--- src/rtl/uart_rx_sampler.sv ---
// Serial-side datapath of the UART receiver: synchronises rx_serial, flags the start
// edge while idle, and times/samples one frame (start, data LSB-first, parity, stop).
module uart_rx_sampler #(
  parameter int BAUD_DIV   = 16,
  parameter int DATA_BITS  = 8,
  parameter int PARITY_ODD = 0
) (
  input  logic                 clk,
  input  logic                 reset,
  input  logic                 rx_serial,
  input  logic                 rx_start,
  output logic                 start_detected,
  output logic                 rx_done,
  output logic                 parity_error,
  output logic                 stop_bit_error,
  output logic [DATA_BITS-1:0] rx_data,
  output logic [2:0]           state_dbg
);

  localparam int CW = $clog2(BAUD_DIV);
  localparam int BW = $clog2(DATA_BITS + 1);
  localparam logic [CW-1:0] HALF_LAST = CW'(BAUD_DIV / 2 - 1);
  localparam logic [CW-1:0] FULL_LAST = CW'(BAUD_DIV - 1);
  localparam logic [BW-1:0] BIT_LAST  = BW'(DATA_BITS - 1);
  localparam logic          PAR_ODD   = 1'(PARITY_ODD);

  typedef enum logic [2:0] {
    S_IDLE      = 3'd0,
    S_START_CHK = 3'd1,
    S_DATA      = 3'd2,
    S_PARITY    = 3'd3,
    S_STOP      = 3'd4,
    S_DONE      = 3'd5
  } state_t;

  state_t               state_q, state_d;
  logic                 sync1_q, sync1_d;
  logic                 sync2_q, sync2_d;
  logic                 hist_q, hist_d;
  logic [CW-1:0]        baud_q, baud_d;
  logic [BW-1:0]        bit_q, bit_d;
  logic                 start_det_q, start_det_d;
  logic                 done_q, done_d;
  logic                 perr_q, perr_d;
  logic                 serr_q, serr_d;
  logic [DATA_BITS-1:0] data_q, data_d;

  always_comb begin
    state_d     = state_q;
    sync1_d     = rx_serial;
    sync2_d     = sync1_q;
    hist_d      = sync2_q;
    baud_d      = baud_q + 1'b1;
    bit_d       = bit_q;
    start_det_d = 1'b0;
    done_d      = 1'b0;
    perr_d      = perr_q;
    serr_d      = serr_q;
    data_d      = data_q;

    case (state_q)
      S_IDLE: begin
        baud_d = '0;
        bit_d  = '0;
        if (hist_q && !sync2_q) start_det_d = 1'b1;
        if (rx_start) begin
          state_d = S_START_CHK;
          perr_d  = 1'b0;
          serr_d  = 1'b0;
        end
      end
      S_START_CHK: begin
        if (baud_q == HALF_LAST) begin
          baud_d = '0;
          if (!sync2_q) begin
            state_d = S_DATA;
          end else begin
            // Line went back high before mid start bit: report as a framing fault
            // so the controller is not left waiting for a frame that never comes.
            state_d = S_DONE;
            serr_d  = 1'b1;
            perr_d  = 1'b0;
            done_d  = 1'b1;
          end
        end
      end
      S_DATA: begin
        if (baud_q == FULL_LAST) begin
          baud_d = '0;
          data_d = {sync2_q, data_q[DATA_BITS-1:1]};
          if (bit_q == BIT_LAST) begin
            state_d = S_PARITY;
            bit_d   = '0;
          end else begin
            bit_d = bit_q + 1'b1;
          end
        end
      end
      S_PARITY: begin
        if (baud_q == FULL_LAST) begin
          baud_d  = '0;
          perr_d  = ((^data_q) ^ sync2_q) != PAR_ODD;
          state_d = S_STOP;
        end
      end
      S_STOP: begin
        if (baud_q == FULL_LAST) begin
          baud_d  = '0;
          serr_d  = !sync2_q;
          state_d = S_DONE;
          done_d  = 1'b1;
        end
      end
      S_DONE: begin
        baud_d  = '0;
        state_d = S_IDLE;
      end
      default: begin
        baud_d  = '0;
        bit_d   = '0;
        state_d = S_IDLE;
      end
    endcase
  end

  always_ff @(posedge clk) begin
    if (reset) begin
      state_q     <= S_IDLE;
      sync1_q     <= 1'b1;
      sync2_q     <= 1'b1;
      hist_q      <= 1'b1;
      baud_q      <= '0;
      bit_q       <= '0;
      start_det_q <= 1'b0;
      done_q      <= 1'b0;
      perr_q      <= 1'b0;
      serr_q      <= 1'b0;
      data_q      <= '0;
    end else begin
      state_q     <= state_d;
      sync1_q     <= sync1_d;
      sync2_q     <= sync2_d;
      hist_q      <= hist_d;
      baud_q      <= baud_d;
      bit_q       <= bit_d;
      start_det_q <= start_det_d;
      done_q      <= done_d;
      perr_q      <= perr_d;
      serr_q      <= serr_d;
      data_q      <= data_d;
    end
  end

  assign start_detected = start_det_q;
  assign rx_done        = done_q;
  assign parity_error   = perr_q;
  assign stop_bit_error = serr_q;
  assign rx_data        = data_q;
  assign state_dbg      = state_q;

endmodule

--- config.mk ---
export PLATFORM = sky130hd
export DESIGN_NAME = uart_rx_sampler
export DESIGN_NICKNAME = d
export VERILOG_FILES = /design/src/rtl/uart_rx_sampler.sv
export SDC_FILE = /design/constraint.sdc
export NUM_CORES = 1
export LEC_CHECK = 0
export CAP_MARGIN = 25
export CELL_PAD_IN_SITES_DETAIL_PLACEMENT = 1
export CELL_PAD_IN_SITES_GLOBAL_PLACEMENT = 2
export CORE_MARGIN = 2
export CORE_UTILIZATION = 36
export CTS_BUF_LIST = sky130_fd_sc_hd__clkbuf_2
export DETAILED_ROUTE_END_ITERATION = 6
export HOLD_SLACK_MARGIN = 0.05
export PLACE_DENSITY = 0.87
export SLEW_MARGIN = 20
export SYNTH_ARGS = -nofsm -noshare
export SYNTH_HDL_FRONTEND = slang
export SYNTH_SLANG_ARGS = --single-unit
--- constraint.sdc ---
create_clock -name clk -period 3.23 [get_ports clk]
set_clock_uncertainty 0.15 [all_clocks]
set_input_delay 0.646 -clock clk [delete_from_list [all_inputs] [get_ports clk]]
set_output_delay 0.646 -clock clk [all_outputs]
set_load 0.02 [all_outputs]
==> results.sh <==
export IMPL_path_cells="clkdlybuf4s50_1"
export IMPL_nets=162
export IMPL_synth_top_area_frac=0.412
export IMPL_status="completed"
export IMPL_clk_pin_slew_ps=240
export IMPL_synth_top_area_cell="dfxtp_1"
export IMPL_first_global_vias=1098
export IMPL_critPathMaxStageDelay_ps=780
export IMPL_synth_seq_cells=26
export IMPL_fin_crit_ps=2650
export IMPL_crit_path_start="state_dbg[1]"
export IMPL_synth_simple_area_share=0.261
export IMPL_drc_errors=0
export IMPL_worst_slack_ps=582
export IMPL_grt_antenna_before_repair=0
export IMPL_leakage_uw=0.000519
export IMPL_syn_to_final_growth_pct=18.3
export IMPL_rsz0062_at_grt="no"
export IMPL_ctsResizeCount=0
export IMPL_hp_start="sync1_q"
export IMPL_rows=21
export IMPL_fin_tns_setup_ps=0
export IMPL_cts_setup_buffers=0
export IMPL_place_ws_ps=944
export IMPL_syn_inst=139
export IMPL_regToRegStartpoint="state_dbg[1]"
export IMPL_synth_fa_ha_area_frac=0.0198
export IMPL_antenna_left=0
export IMPL_coreArea_sq_mm=0.00336
export IMPL_required_ps=2430
export IMPL_synth_area_leaders="dfxtp_1 (41%), mux2i_1 (7.1%), nor2_1 (5.6%), xnor2_1 (4.2%), a21oi_1 (3.2%)"
export IMPL_cts_path_max_buffers=2
export IMPL_netlist_area_sq_mm=0.00126
export IMPL_layout_drive_gt1_share=0.104
export IMPL_cts_tree="yes"
export IMPL_hpwl_mm=2.15
export IMPL_final_setup_viol_count=0
export IMPL_worstSkewPairLatency_ps=350
export IMPL_synth_compound_area_frac=0.114
export IMPL_grt_pass1_wl_mm=5.12
export IMPL_drv_slew=0
export IMPL_place_congestion=0.795
export IMPL_synthMuxAreaShare=0.0823
export IMPL_pin_count=19
export IMPL_synth_cell_types=41
export IMPL_die_area_sq_mm=0.00400
export IMPL_syn_avg_cell_area_sq_um=9.08
export IMPL_start_util=0.375
export IMPL_crit_fanout=18
export IMPL_crit_type="register to primary output"
export IMPL_yosys_area_share_xor_xnor=0.0733
export IMPL_slew_headroom=0.585
export IMPL_crit_path_top_delay_cell="dfxtp_1"
export IMPL_period_share=0.820
export IMPL_hp_class="register to register"
export IMPL_h_tree_depth=1
export IMPL_peakVddDrop_mv=0.132
export IMPL_initialDrtViolationCount=28
export IMPL_routedWlPerCell_microns=14.6
export IMPL_port_buffers=18
export IMPL_synth_top_family_by_area="simple AND/OR/NAND/NOR gates"
export IMPL_grt_remaining_overflow=0
export IMPL_critPathLaunchType="register"
export IMPL_wl_mm=2.92
export IMPL_powerDensity_mw_per_mm2=364
export IMPL_cap_viol_max_count=0
export IMPL_fp_dieW_microns=63.2
export IMPL_dr_pass1_iters=4
export IMPL_critPathArrivalTime_ps=1850
export IMPL_grt_max_degree=19
export IMPL_cts_made_buffers=3
export IMPL_cp_num_buf_inv=1
export IMPL_path_delay_family="flip-flops"
export IMPL_cts_root_buffer="clkbuf_2"
export IMPL_vias=1049
export IMPL_syn_num_nets=145
export IMPL_final_hold_viol_count=0
export IMPL_diodes=0
export IMPL_cts_num_sinks=26
export IMPL_tightest_slew_ps=622
export IMPL_cts_hold_buffers_added=0
export IMPL_yosys_warnings=0
export IMPL_crit_path_end_kind="primary output"
export IMPL_viasPerCell=5.25
export IMPL_max_freq_mhz=378
export IMPL_die_height_microns=63.2
export IMPL_hold_slack_ps=297
export IMPL_grt_usage=0.160
export IMPL_ys_seq_area_frac=0.412
## area by class of cell
class / count / area [sq um]
Tap cell: 46 / 57.6
Fill cell: 439 / 1870
Clock buffer: 3 / 15.0
Timing Repair Buffer: 20 / 195
Inverter: 3 / 11.3
Multi-Input combinational cell: 102 / 694
Sequential cell: 26 / 520
## stage by stage
step	std cells	util	power [uW]	area [sq um]
floorplan	139	-	401	1260
global placement	197	0.440	426	1480
detailed placement	197	0.440	429	1480
CTS	200	0.444	555	1490
global route	200	0.444	580	1490
finish	200	0.444	543	1490
## registers in the layout, summed over array words and instances (netlist names)
| signal | cells |
|---|---|
| sync1_q | 1 |
| rx_data | 8 |
| hist_q | 1 |
| rx_done | 1 |
| start_detected | 1 |
| hist_d | 1 |
| state_dbg | 3 |
| stop_bit_error | 1 |
| baud_q | 4 |
| parity_error | 1 |
| bit_q | 4 |
## kinds of logic (layout without fill, tap and decap cells)
family / Yosys count / count (layout)
muxes: 10 / 10
adders and majority gates: 2 / 2
AOI/OAI and AO/OA: 22 / 22
DFF: 26 / 26
xor gates and xnor gates: 9 / 9
and+or+nand+nor: 59 / 59
buffers and inverters: 11 / 26
## path summary, 6_finish.rpt
check | endpoint | slack (ps) | cells past startpoint
max | state_dbg[1] | 580 | 1
min | hist_d | 300 | 1
max reg2reg | state_dbg[0] | 940 | 5
min reg2reg | hist_d | 300 | 1
## placed cells by master, fill, tap and decap left out, drive strengths merged, types with 2 or more instances in the layout
cell type,netlist,layout
nor4,3,3
mux2i,10,10
dfxtp,26,26
or3,2,2
buf,5,2
nand2,6,6
a21oi,9,9
nand2b,2,2
o21ai,4,4
a31oi,2,2
ha,2,2
nor2,20,20
or4,2,2
xor2,2,2
clkbuf,3,3
nor3,2,2
nor2b,3,3
xnor2,6,6
nor3b,3,3
clkdlybuf4s50,0,18
or2,4,4
inv,3,3
and3,3,3
nand3,5,5
## Yosys cell counts, drive strengths merged
cell type and n:
xor2 2, dfxtp 26, a31oi 2, nor4b 1
or3 2, nand3b 1, a221o 1, nor3 2
a2111oi 1, nand3 5, and3 3, and3b 1
inv 3, nor4 3, nand2b 2, nor2 20
xnor2 6, mux2i 10, or4 2, nor2b 3
nor3b 3, a32o 1, a311oi 1, or2 4
a22oi 1, o2111ai 1, o21ai 4, buf 5
a32oi 1, clkbuf 3, xnor3 1, ha 2
a21oi 9, nand2 6, nand4b 1
## per-layer routing
layer / track usage / share of wire / vias up
met2: 0.281 / 0.49 / 18
li1: - / - / 521
met5: 0 / 0 / -
met3: 0.0179 / 0.024 / 4
met1: 0.205 / 0.48 / 506
met4: 0.0489 / 0.0096 / 0
## power breakdown
group          switching, uW  total, uW  internal [uW]
logic                   43.9       78.5           34.6
clock network           94.8        120           25.2
registers               14.8        344            330
(Power assumes the default switching activity.)
